### src/rtl/stream_avg_accum.sv
// ---------------------------------------------------------------------------
// stream_avg_accum
//
// Sequential averager. A run of `num` unsigned samples is accepted over a
// valid/ready input stream and summed into a wide accumulator. The sum is then
// divided by `num` with a bit-serial restoring divider. The result is offered
// on a valid/ready output as avg = floor(sum/num) together with the exact sum.
//
// Ports
//   Clk        rising-edge clock
//   Rst        asynchronous, active-low reset
//   start      begin a run (sampled only while idle)
//   num        sample count for the run, latched when start is accepted
//   busy       high in every state except idle
//   in_valid   sample valid
//   in_ready   high only while accumulating
//   in_data    unsigned sample
//   out_valid  result valid
//   out_ready  consumer accepts result
//   avg        floor(sum/num)
//   sum        exact sum of the run
//   dz         the run had num == 0 (no division performed)
// ---------------------------------------------------------------------------
module stream_avg_accum #(
   parameter int DATAWIDTH = 16,
   parameter int CNTW      = 8
) (
   input  logic                      Clk,
   input  logic                      Rst,
   input  logic                      start,
   input  logic [CNTW-1:0]           num,
   output logic                      busy,
   input  logic                      in_valid,
   output logic                      in_ready,
   input  logic [DATAWIDTH-1:0]      in_data,
   output logic                      out_valid,
   input  logic                      out_ready,
   output logic [DATAWIDTH-1:0]      avg,
   output logic [DATAWIDTH+CNTW-1:0] sum,
   output logic                      dz
);

   // A run of at most 2^CNTW-1 samples of DATAWIDTH bits always fits here.
   localparam int ACCW  = DATAWIDTH + CNTW;
   localparam int STEPW = $clog2(ACCW + 1);

   typedef enum logic [1:0] {
      S_IDLE,
      S_ACCUM,
      S_DIVIDE,
      S_DONE
   } state_t;

   state_t            state_q, state_d;
   logic [CNTW-1:0]   num_q;
   logic [CNTW-1:0]   cnt_q;
   // Holds the running sum while accumulating; during division it doubles as
   // the dividend/quotient shift register (dividend bits leave at the top,
   // quotient bits enter at the bottom).
   logic [ACCW-1:0]   acc_q;
   logic [CNTW-1:0]   rem_q;
   logic [STEPW-1:0]  step_q;
   logic [DATAWIDTH-1:0] avg_q;
   logic [ACCW-1:0]   sum_q;
   logic              dz_q;

   logic              xfer;
   logic              last_xfer;
   logic              last_step;
   logic [CNTW:0]     rem_sh;
   logic [CNTW:0]     rem_diff;
   logic              q_bit;
   logic [CNTW-1:0]   rem_nx;
   logic [ACCW-1:0]   q_nx;

   assign xfer      = in_valid && (state_q == S_ACCUM);
   assign last_xfer = xfer && (cnt_q == num_q - CNTW'(1));
   // Divide phase: step 0 captures the sum and clears the remainder, steps
   // 1..ACCW each produce one quotient bit, MSB first.
   assign last_step = (step_q == STEPW'(ACCW));

   // One restoring-division step. The remainder is always < num_q, so after
   // the shift it needs one extra bit; the borrow of the trial subtraction
   // says whether the divisor fits.
   always_comb begin
      rem_sh   = {rem_q, acc_q[ACCW-1]};
      rem_diff = rem_sh - {1'b0, num_q};
      q_bit    = ~rem_diff[CNTW];
      rem_nx   = q_bit ? rem_diff[CNTW-1:0] : rem_sh[CNTW-1:0];
      q_nx     = {acc_q[ACCW-2:0], q_bit};
   end

   // NOTE: every signal written in an always_comb gets a default first, so no
   // path through the case statement can leave it unassigned (no latch).
   always_comb begin
      state_d   = state_q;
      busy      = 1'b1;
      in_ready  = 1'b0;
      out_valid = 1'b0;
      unique case (state_q)
         S_IDLE: begin
            busy = 1'b0;
            if (start) state_d = (num == '0) ? S_DONE : S_ACCUM;
         end
         S_ACCUM: begin
            in_ready = 1'b1;
            if (last_xfer) state_d = S_DIVIDE;
         end
         S_DIVIDE: begin
            if (last_step) state_d = S_DONE;
         end
         S_DONE: begin
            out_valid = 1'b1;
            if (out_ready) state_d = S_IDLE;
         end
         default: state_d = S_IDLE;
      endcase
   end

   // NOTE: all state is updated with non-blocking assignments so every
   // register samples the values from before the edge, independent of the
   // order of statements in this block.
   always_ff @(posedge Clk or negedge Rst) begin
      if (!Rst) begin
         state_q <= S_IDLE;
         num_q   <= '0;
         cnt_q   <= '0;
         acc_q   <= '0;
         rem_q   <= '0;
         step_q  <= '0;
         avg_q   <= '0;
         sum_q   <= '0;
         dz_q    <= 1'b0;
      end else begin
         state_q <= state_d;
         unique case (state_q)
            S_IDLE: begin
               if (start) begin
                  num_q  <= num;
                  cnt_q  <= '0;
                  acc_q  <= '0;
                  step_q <= '0;
                  avg_q  <= '0;
                  sum_q  <= '0;
                  dz_q   <= (num == '0);
               end
            end
            S_ACCUM: begin
               if (xfer) begin
                  acc_q <= acc_q + ACCW'(in_data);
                  cnt_q <= cnt_q + CNTW'(1);
               end
            end
            S_DIVIDE: begin
               step_q <= step_q + STEPW'(1);
               if (step_q == '0) begin
                  sum_q <= acc_q;
                  rem_q <= '0;
               end else begin
                  acc_q <= q_nx;
                  rem_q <= rem_nx;
                  // The quotient never exceeds the largest sample, so its
                  // low DATAWIDTH bits are the whole result.
                  if (last_step) avg_q <= q_nx[DATAWIDTH-1:0];
               end
            end
            S_DONE: begin
               // Results are held; nothing changes until the next run.
            end
            default: begin
            end
         endcase
      end
   end

   assign avg = avg_q;
   assign sum = sum_q;
   assign dz  = dz_q;

endmodule
### config.mk
export PLATFORM = sky130hd
export DESIGN_NAME = stream_avg_accum
export DESIGN_NICKNAME = d
export VERILOG_FILES = /design/src/rtl/stream_avg_accum.sv
export SDC_FILE = /design/constraint.sdc
export NUM_CORES = 1
export LEC_CHECK = 0
export CAP_MARGIN = 20
export CORE_ASPECT_RATIO = 1.4
export CORE_MARGIN = 2
export CORE_UTILIZATION = 45
export DETAILED_ROUTE_END_ITERATION = 12
export PLACE_DENSITY = 0.67
export SLEW_MARGIN = 20
export SYNTH_ARGS = -nofsm -noshare
export SYNTH_HDL_FRONTEND = slang
export SYNTH_SLANG_ARGS = --single-unit
### constraint.sdc
create_clock -name Clk -period 3.3 [get_ports Clk]
set_input_delay 0.33 -clock Clk [delete_from_list [all_inputs] [get_ports Clk]]
set_output_delay 0.33 -clock Clk [all_outputs]
set_load 0.005 [all_outputs]
* Word level (Yosys, flattened, before mapping) *
Index checks and enable logic that the tools add are counted.
Widths: inputs -> output; s select.

operators by class
  $add $sub $neg = 5
  multipliers = 0
  divide/modulo/power cells = 0
  magnitude comparators = 0
  equal/unequal tests = 12
  shifts and indexed selects = 0
  muxes and demuxes = 26
  bitwise gates (word level) = 1
  reduce and logical (&&, ||, !) cells = 15

operators with widths
  operator             number
  $mux 24              4
  $pmux 24 s3          1
  $mux 16              3
  $pmux 24 s2          1
  $mux 8               4
  $pmux 16 s2          1
  $add 24x16->24       1
  $pmux 8 s2           1
  $ne 2x2->1 const B   7
  $reduce_and 4->1     3
  $mux 2               5
  $pmux 5 s2           1
  $sub 9x8->9          1
  $add 8x1->8 const B  1
  $eq 8x8->1           1
  $logic_not 8->1      1
  $pmux 2 s4           1
  $sub 8x1->8 const B  1
  $reduce_and 3->1     2
  $add 5x1->5 const B  1
  $eq 5x5->1 const B   1
  $logic_not 5->1      1
  $mux 5               1
  $eq 2x2->1 const B   2
  8 further kinds      13

storage, ports and cells
  register bits after elaboration = 96
  bits in latches = 0
  bits in writable memories = 0
  bits in read-only memories = 0
  bits of input ports = 29
  word-level logic and storage cells = 68
  memories = 0

* Depth between registers and ports, before layout *
  word-level depth = 5
  mapped depth = 11
  gate-level depth less buffers = 10

* Worst setup path before layout *
OpenSTA, ideal clock, no wires.

  path kind = register to register
  start = reg acc_q[0]
  end = reg acc_q[18]
  setup time = 0.070 ns
  arrival time = 2.345 ns
  path slack = 0.885 ns
  stages on the path, launching flop included = 11
  path buffers = 0
  clock period less this slack = 2.415 ns
  path through = dfrtp_1 -> ha_1 -> inv_1 -> fa_1 -> nor2b_1 -> o31a_1 -> nor3_1 -> o21ai_1 -> a21oi_1 -> or4_1 -> nand3_1

on the way
  word-level cells in the longest chain between the ends = 3

ends and longest elaborated chain
  what                    line  text
  start, declared         60    logic [ACCW-1:0] acc_q;
  start signal, assigned  150   acc_q <= acc_q + ACCW'(in_data);
  start signal, assigned  160   acc_q <= q_nx;
  $add 24x16->24          150
  $mux 24                 149   if (xfer) begin
  $pmux 24 s3             136   unique case (state_q)

Every way passes these cells. The select of a mux whose other input is x is not followed.
A chain may end at the register's enable or synchronous reset.

* Final worst setup path *
  start = reg num_q[0]
  end = reg rem_q[1]

on the way
  word-level cells in the longest chain between the ends = 3

ends and longest elaborated chain
  what                    line  text
  start, declared         55    logic [CNTW-1:0] num_q;
  start signal, assigned  139   num_q <= num;
  $sub 9x8->9             87    rem_diff = rem_sh - {1'b0, num_q};
  $mux 8                  89    rem_nx = q_bit ? rem_diff[CNTW-1:0] : rem_sh[CNTW-1:0];
  $mux 8                  156   if (step_q == '0) begin
  end signal, assigned    161   rem_q <= rem_nx;
  end, declared           61    logic [CNTW-1:0] rem_q;

Every way passes these cells.

==> run_results.csv <==
group,metric,value,unit
placement,dp_cells,819,
sta,setup_viol,0,
sta,min_period,2870,ps
sta,slew_headroom,34.7,%
logic_synthesis,synthTopCellsByArea,"dfrtp_1, ha_1, o21ai_0",
final_layout,area_delta_synth_final,21.2,%
logic_synthesis,syn_nets,674,
logic_synthesis,yosysMostFrequentCell,"dfrtp_1",
global_route,grt-ovfl-total,0,
sta,finClkSkew,8.61,ps
floorplanning,fp.coreArea,0.0123,mm2
drt,routedWlPerCell,16.9,um
drt,drtPass1Iterations,4,
clock_network,h-tree-depth,3,
clock_network,cts_buffers,9,
floorplanning,die_y,137,um
clock_network,clock_sinks,96,
logic_synthesis,synth_ff_type,"dfrtp_1",
sta,hold_viol_final,0,
critical_path,cp-end-kind,"flip-flop",
clock_network,post-cts-setup-buffer-count,0,
logic_synthesis,syn_inst,611,
sta,fmax,349,MHz
logic_synthesis,syn_area,0.00566,mm2
drt,postRouteAntennaNets,0,
logic_synthesis,syn_area_per_cell,9.26,um2
critical_path,required,3570,ps
critical_path,worstReg2RegEnd,"rem_q[1]",
placement,portBuffers,72,
critical_path,critPathKind,"reg -> reg",
final_layout,n_fill_cell,1124,
floorplanning,die_area,0.0135,mm2
final_layout,diodes,0,
sta,report.final.slew_viol_count,0,
pwr,p_per_area,895,mW/mm2
drt,first_iter_violations,150,
final_layout,layoutNonFillerInstCount,835,
floorplanning,rows,48,
clock_network,clockRootBuffer,"clkbuf_16",
floorplanning,die_width,98.8,um
pwr,total_power,0.00614,W
floorplanning,start_util,46.0,%
clock_network,cts_buffer_depth,2,
critical_path,crit_fanout,9,
sta,rsz0062_at_grt,"no",
logic_synthesis,yosysWarnings,0,
sta,setup_tns,0,ps
sta,period_share,86.9,%
sta,worst_pin_slew,980,ps
logic_synthesis,async_reset_ff_share,100,%
clock_network,cts_resized,0,
clock_network,cts_tree,"built",
critical_path,crit_start,"num_q[0]",
drt,drcViolationCount,0,
global_route,grt_max_degree,76,
outcome,status,"complete, no violations",
clock_network,insertion_delay,350,ps
global_route,grt_pass1_vias,4803,
logic_synthesis,synth_common_cells,"dfrtp_1, nand2_1, o21ai_0",
sta,setup_ws,434,ps
drt,vias,4829,
final_layout,final_nets,743,
critical_path,worstSetupStartpointType,"flip-flop",
global_route,grt_pass1_wl,23500,um
placement,place_ws,434,ps
critical_path,reg2regPathDepth,10,
logic_synthesis,synth_area_leader_cell,"dfrtp_1",
placement,dp_hpwl,10500,um
clock_network,clk_pin_slew,70,ps
drt,via_per_inst,5.78,
run,drv_cap,0,
pwr,p_leak,2.98,nW
floorplanning,io-pin-count,73,
logic_synthesis,yosysSeqAreaShare,42.4,%
global_route,antenna_found_initial,0,
final_layout,drive_gt1_share,7.74,%
hold_path,hold_class,"in -> async",
drt,routed_wl,14100,um
logic_synthesis,synth_top_area_share,42.4,%
global_route,grt_usage,21.5,%
logic_synthesis,synthDistinctLibCells,64,
pwr,peakVddDrop,0.338,mV
placement,gp_congestion,0.911,
logic_synthesis,ys_ff_latch,96,
critical_path,rrSetupSlack,430,ps
critical_path,r2r_start,"num_q[0]",
logic_synthesis,synth_edf_count,0,
clock_network,hold_buffers,0,
critical_path,critPathArrivalTime,3130,ps
## critical path: stages, from the launching register on
cell and delay (ps):
dfrtp_1 470, ha_1 270, fa_1 420, nor2b_1 190, o2111ai_1 150, nand3_1 120, a31oi_1 110, xnor2_1 340
buf_4 270, mux2_2 340, o22ai_1 100
## routing by layer
layer	part of all wire [%]	routed length, um	up-vias	global-route usage [%]
li1	-	-	2333	-
met1	42	5970	2370	26.0
met2	52	7300	99	38.4
met3	3.3	469	27	3.12
met4	2.5	353	0	8.30
met5	0	0	-	0
## where the power goes
group / switching (W) / internal [W]
Clock: 0.000463 / 0.000631
Sequential: 0.000369 / 0.00150
Combinational: 0.00180 / 0.00137
## placed cells by master, fill, tap and decap left out, types with 15 or more instances in the layout
cell type         n
o21ai_0          62
xor2_1           15
nand2_1          82
nor2_1           42
buf_4            15
dfrtp_1          96
ha_1             32
inv_1            27
a21oi_1          24
clkdlybuf4s50_1  71
xnor2_1          22
## logic make-up (layout without fill, tap and decap cells)
group,Yosys count,count (layout),share of synthesized area (%)
simple gates,198,198,16.3
compound gates,173,173,20.6
flops,96,96,42.4
mux,17,17,3.21
fa+ha+maj,34,34,7.78
buf+inv,56,130,3.94
xor+xnor,37,37,5.73
## flip-flops by register name, indices dropped and copies added, names as in the netlist
signal / flops
acc_q: 24
avg: 16
cnt_q: 8
dz: 1
num_q: 8
rem_q: 8
state_q: 2
step_q: 5
sum: 24
## per-stage QoR
stage               utilization, %  hold WS (ps)  cell area (um2)
floorplan                        -          34.4             5660
global placement              53.2           465             6550
detailed placement            53.2           471             6550
CTS                           55.7           173             6860
global route                  55.7           221             6860
finish                        55.7           129             6860
## cell type report
cell class / count / area [um2] / area share [%]
inverter: 28 / 105 / 1.53
clock inverter: 4 / 51.3 / 0.748
multi-input combinational: 459 / 3030 / 44.2
tap: 150 / 188 / 2.74
timing repair buffer: 86 / 823 / 12.0
sequential: 96 / 2400 / 35.0
clock buffer: 12 / 256 / 3.74
## worst max path at each step
stage | to | depth (start not counted) | slack (ps)
2_1_floorplan | acc_q[18] | 10 | 890
3_3_place_gp | acc_q[18] | 11 | 480
3_5_place_dp | acc_q[18] | 11 | 430
4_1_cts | rem_q[1] | 10 | 430
5_1_grt | rem_q[1] | 10 | 320
6_report | rem_q[1] | 10 | 430
No activity file was read; power rests on OpenSTA's default activity.
==> RTL change 1: new RTL, same settings <==
Set the parameter `CNTW` to 16 (it was 8).
--- a/src/rtl/stream_avg_accum.sv
+++ b/src/rtl/stream_avg_accum.sv
@@ -23,7 +23,7 @@
 // ---------------------------------------------------------------------------
 module stream_avg_accum #(
    parameter int DATAWIDTH = 16,
-   parameter int CNTW      = 8
+   parameter int CNTW      = 16
 ) (
    input  logic                      Clk,
    input  logic                      Rst,
Interface: changed (resized num and sum); port bits go from 73 to 89. No check against the original RTL was run, so the function may have changed too.
==> RTL change 1 against the unedited design <==
Maximum frequency is 5.4% lower. Design area rose by 52%. Via count is 58% higher. Area after synthesis is 51% higher. Clock skew up 0.0040 ns. Power rose by 46%. Sequential cell count grew 41. Sequential power is 31% higher. Clock power is 75% higher. Setup slack worse by 0.16 ns. Die area rose by 49%. Wire length increased by 69%.
==> RTL change 1: results (changes against the unedited design) <==
stage,metric,value,unit,change
outcome,run_status,finished clean,,
worst_hold_path,hold_path.class,input pin to asynchronous set/reset pin,,
worst_setup_path,crit_arrival,3.33,ns,+0.20 ns
detailed_routing,drtIter0Drc,514,,+240%
placement,portBuffers,88,,+22%
yosys,yosysSeqAreaShare,40.1,%,-2.3 points
detailed_routing,num_vias,7642,,+58%
final_layout,nNetsFinal,1151,,+55%
detailed_routing,firstDrtPassIters,5,,+1
yosys,synth.area.top_cells,"dfrtp_1 (40%), nand2_1 (6.9%), ha_1 (5.9%), o21ai_0 (5.5%), xnor2_1 (3.1%)",,
detailed_routing,drt-met1-wl,9520,um,+59%
final_layout,drive_gt1_share,9.22,%,+1.5 points
cts,htreeDepth,4,,+1
cts,cts_buffer_depth,2,,unchanged
grt,grt_pass1_vias,7852,,+63%
final_layout,fillCellCount,1709,,+52%
cts,numCtsBuffers,17,,+8
grt,grtUsageTotal,24.7,%,+3.2 points
worst_setup_path,cpLargestDelayFamily,compound AO/OA/AOI/OAI gates,,
yosys,synthCells,975,,+60%
yosys,yosysUniqueCellTypes,69,,+7.8%
detailed_routing,routed-wl-met3,1030,um,+120%
grt,grt_pass1_wl,39500,um,+68%
worst_setup_path,slowest_delay,0.45,ns,-0.02 ns
detailed_routing,via_per_inst,5.75,,-0.57%
cts,clkLatencyLatePin,0.43,ns,+0.08 ns
timing,clock_skew,0.0126,ns,+0.00396 ns
power_and_ir_drop,cellLeakagePower,4.48,nW,+50%
yosys,syn_nets,1054,,+56%
timing,max_slew_margin,38.6,%,+3.9 points
power_and_ir_drop,worst_ir_drop_vdd,0.000458,V,+36%
placement,gp_congestion,0.862,,-5.4%
detailed_routing,met2_length,12500,um,+72%
grt,grt_max_degree,69,,-9.2%
worst_setup_path,cp_max_fo,12,,+3
detailed_routing,avgRoutedWirePerCell,17.9,um,+6.3%
yosys,synth_commonest_cells,"nand2_1 (157), dfrtp_1 (137), o21ai_0 (93), nor2_1 (64), inv_1 (41)",,
## RTL change 1: cell count changes after synthesis, moves of 15 or more
cell	delta
nand2_1	+75
o21ai_0	+31
clkbuf_1	+15
dfrtp_1	+41
nor2_1	+22
## RTL change 1: area by class of cell
class | instances | area (um^2) | area share (%)
clock buffers | 17 | 425 | 4.08
clock inverters | 15 | 176 | 1.69
inverters | 41 | 154 | 1.47
multi-input cells | 755 | 4820 | 46.2
flip-flops and latches | 137 | 3430 | 32.8
well taps | 244 | 305 | 2.93
repair buffers | 120 | 1120 | 10.8
## RTL change 1: timing repair
item / 4_1_cts / 5_1_grt
resized for setup: 0 / 3
hold buffers: 1 / 0
endpoints found under the setup margin: 0 / 7
hold endpoints to repair: 64 / 0
## RTL change 1: per-stage QoR
step                total power [mW]  area (um^2)
floorplan                       5.44         8540
global placement                6.95         9810
detailed placement              7.01         9810
CTS                             8.95        10400
global route                    9.60        10400
finish                          8.94        10400
## RTL change 1: logic make-up (layout without fill, tap and decap cells)
family / count (synthesis) / count (layout) / share of synthesized area, %
simple gates: 367 / 367 / 20.4
compound gates: 270 / 270 / 21.2
flops: 137 / 137 / 40.1
buf+inv: 83 / 193 / 3.68
xor+xnor: 57 / 57 / 5.85
fa+ha+maj: 42 / 42 / 6.33
mux: 19 / 19 / 2.46
## RTL change 1: power breakdown
group | switching, mW | total [mW] | leakage [nW] | internal, mW
Sequential | 0.402 | 2.45 | 1.86 | 2.05
Clock | 0.890 | 1.91 | 0.293 | 1.02
Combinational | 2.81 | 4.58 | 2.33 | 1.77
Total | 4.10 | 8.94 | 4.48 | 4.84
## RTL change 1: metal layers
layer	track usage, %	vias up
met1	28.7	3651
met2	44.1	201
met4	10.3	0
met5	0	-
li1	-	3732
met3	4.38	58
## RTL change 1: path summary, 6_finish.rpt
kind / slack (ns) / depth (start not counted) / to / start
min in group Clk: 0.48 / 2 / sum[27] / sum[27]
setup reg to reg: 0.27 / 9 / rem_q[11] / num_q[0]
setup / recovery: 0.27 / 9 / rem_q[11] / num_q[0]
max in group asynchronous: 2.04 / 3 / state_q[1] / Rst
hold / removal: 0.47 / 2 / avg[6] / Rst
hold reg to reg: 0.48 / 2 / sum[27] / sum[27]
==> RTL change 2: new RTL, config.mk and constraints unchanged <==
Without the edit above. Make the reset (`Rst`) synchronous in one clocked block. Comments in the files are not updated.
--- a/src/rtl/stream_avg_accum.sv
+++ b/src/rtl/stream_avg_accum.sv
@@ -120,7 +120,7 @@
    // NOTE: all state is updated with non-blocking assignments so every
    // register samples the values from before the edge, independent of the
    // order of statements in this block.
-   always_ff @(posedge Clk or negedge Rst) begin
+   always_ff @(posedge Clk) begin
       if (!Rst) begin
          state_q <= S_IDLE;
          num_q   <= '0;
Check against the original RTL: differs if Rst is asserted again (counterexample within 4 cycles, from zero or initial values and one cycle with Rst low); with Rst held inactive, the same outputs for 4 cycles.
==> RTL change 2 against the unedited design <==
Design area decreased by 0.24%. Cell count increased by 13%. Count of clock-buffer cells in the layout decreased by 1. Setup slack improved by 0.17 ns. Clock skew increased by 0.0012 ns. Wire length increased by 16%. Sequential cell count unchanged. Area after synthesis increased by 1.1%. Critical path type unchanged. Highest routed layer unchanged.
Power is not compared: it rests on default switching activity, and its combinational part moved more than twofold at a synthesized area within 25%.
==> RTL change 2: results (changes against the unedited design) <==
stage,metric,value,unit,change
worst_hold_path,min_to,dz,,
timing,max_slew_margin,38.8,%,+4.1 points
final_layout,drive_gt1_share,5.30,%,-2.4 points
cts,cts_resized,0,,unchanged
worst_setup_path,crit_arrival,2.98,ns,-0.15 ns
cts,htreeDepth,3,,unchanged
cts,cts_setup_buffers,0,,unchanged
timing,fin_hold_ws,0.455,ns,+0.326 ns
detailed_routing,wirelength,16400,um,+16%
timing,clock_skew,0.00979,ns,+0.00118 ns
placement,place_area,0.00656,mm^2,+0.11%
yosys,async_flop_share,0,%,-100 points
power_and_ir_drop,p_clk_share,33.0,%,
worst_hold_path,hp-start,dz,,
detailed_routing,num_vias,5704,,+18%
yosys,synth.area.top_cells,"dfxtp_1 (34%), ha_1 (7.0%), nand2_1 (6.8%), a21oi_1 (6.4%), nand3_1 (4.5%)",,
detailed_routing,via_per_inst,6.06,,+4.7%
worst_setup_path,cp-endpoint,acc_q[17],,
power_and_ir_drop,powerDensity,442,mW/mm^2,
outcome,run_status,finished clean,,
placement,post-place-cells,926,,+13%
grt,grt_pass1_wl,26200,um,+11%
placement,post-place-ws,0.309,ns,-0.126 ns
yosys,syn_nets,800,,+19%
grt,grt_pass1_vias,5325,,+11%
worst_setup_path,reg2reg_from,acc_q[7],,
yosys,synth-main-ff-cell,dfxtp_1,,
timing,setup_ws,0.608,ns,+0.174 ns
yosys,synth_commonest_cells,"nand2_1 (104), dfxtp_1 (96), a21oi_1 (73), nand3_1 (51), nor2_1 (47)",,
power_and_ir_drop,p_comb_share,26.1,%,
placement,gp_congestion,0.891,,-2.1%
worst_setup_path,cpLargestDelayFamily,compound AO/OA/AOI/OAI gates,,
grt,grt_max_degree,57,,-25%
worst_setup_path,worst_path_max_delay_cell,or4_1,,
cts,cts_buffer_depth,2,,unchanged
power_and_ir_drop,cellLeakagePower,2.44,nW,
worst_setup_path,cp_max_fo,7,,-2
cts,clk_pin_slew,0.07,ns,about the same
power_and_ir_drop,switching_share,33.9,%,
yosys,yosys_warnings,0,,unchanged
yosys,synthCells,737,,+21%
final_layout,nNetsFinal,850,,+14%
worst_setup_path,path_class,flop to flop,,
detailed_routing,firstDrtPassIters,5,,+1
worst_hold_path,hold_path.class,flop to flop,,
yosys,yosysSeqAreaShare,33.6,%,-8.9 points
yosys,yosysUniqueCellTypes,60,,-6.3%
worst_setup_path,slowest_delay,0.52,ns,+0.05 ns
detailed_routing,drtIter0Drc,309,,+110%
placement,portBuffers,72,,unchanged
placement,hpwlAfterDp,12200,um,+16%
grt,grtUsageTotal,23.9,%,+2.5 points
grt,grt_antenna_before_repair,0,,unchanged
cts,root_buffer,clkbuf_16,,
## RTL change 2: cell count changes after synthesis, sizes merged, moves of 16 or more
cell / delta
o21ai: -34
nand3: +38
a21oi: +49
xnor2: -16
a22oi: +19
nand2: +21
dfxtp: +96
clkbuf: +17
dfrtp: -96
## RTL change 2: area by class of cell
cell class                      count  area, um^2
Clock buffer                       11         243
Clock inverter                      5        41.3
Fill cell                        1192        5530
Inverter                           25        93.8
Multi-Input combinational cell    569        3530
Sequential cell                    96        1920
Tap cell                          150         188
Timing Repair Buffer               86         826
## RTL change 2: kinds of logic after synthesis
| kind of cell | synth area share (%) |
|---|---|
| mux | 1.25 |
| simple gates | 24.2 |
| compound gates | 24.9 |
| buf+inv | 4.79 |
| xor+xnor | 3.67 |
| flops | 33.6 |
| fa+ha+maj | 7.69 |
## RTL change 2: metal layers
metal	global-route usage [%]	part of all wire (%)	vias to the layer above
met5	0	0	-
met3	2.84	4.3	20
met2	44.1	53	149
met1	28.6	41	2742
met4	8.14	1.7	0
li1	-	-	2793
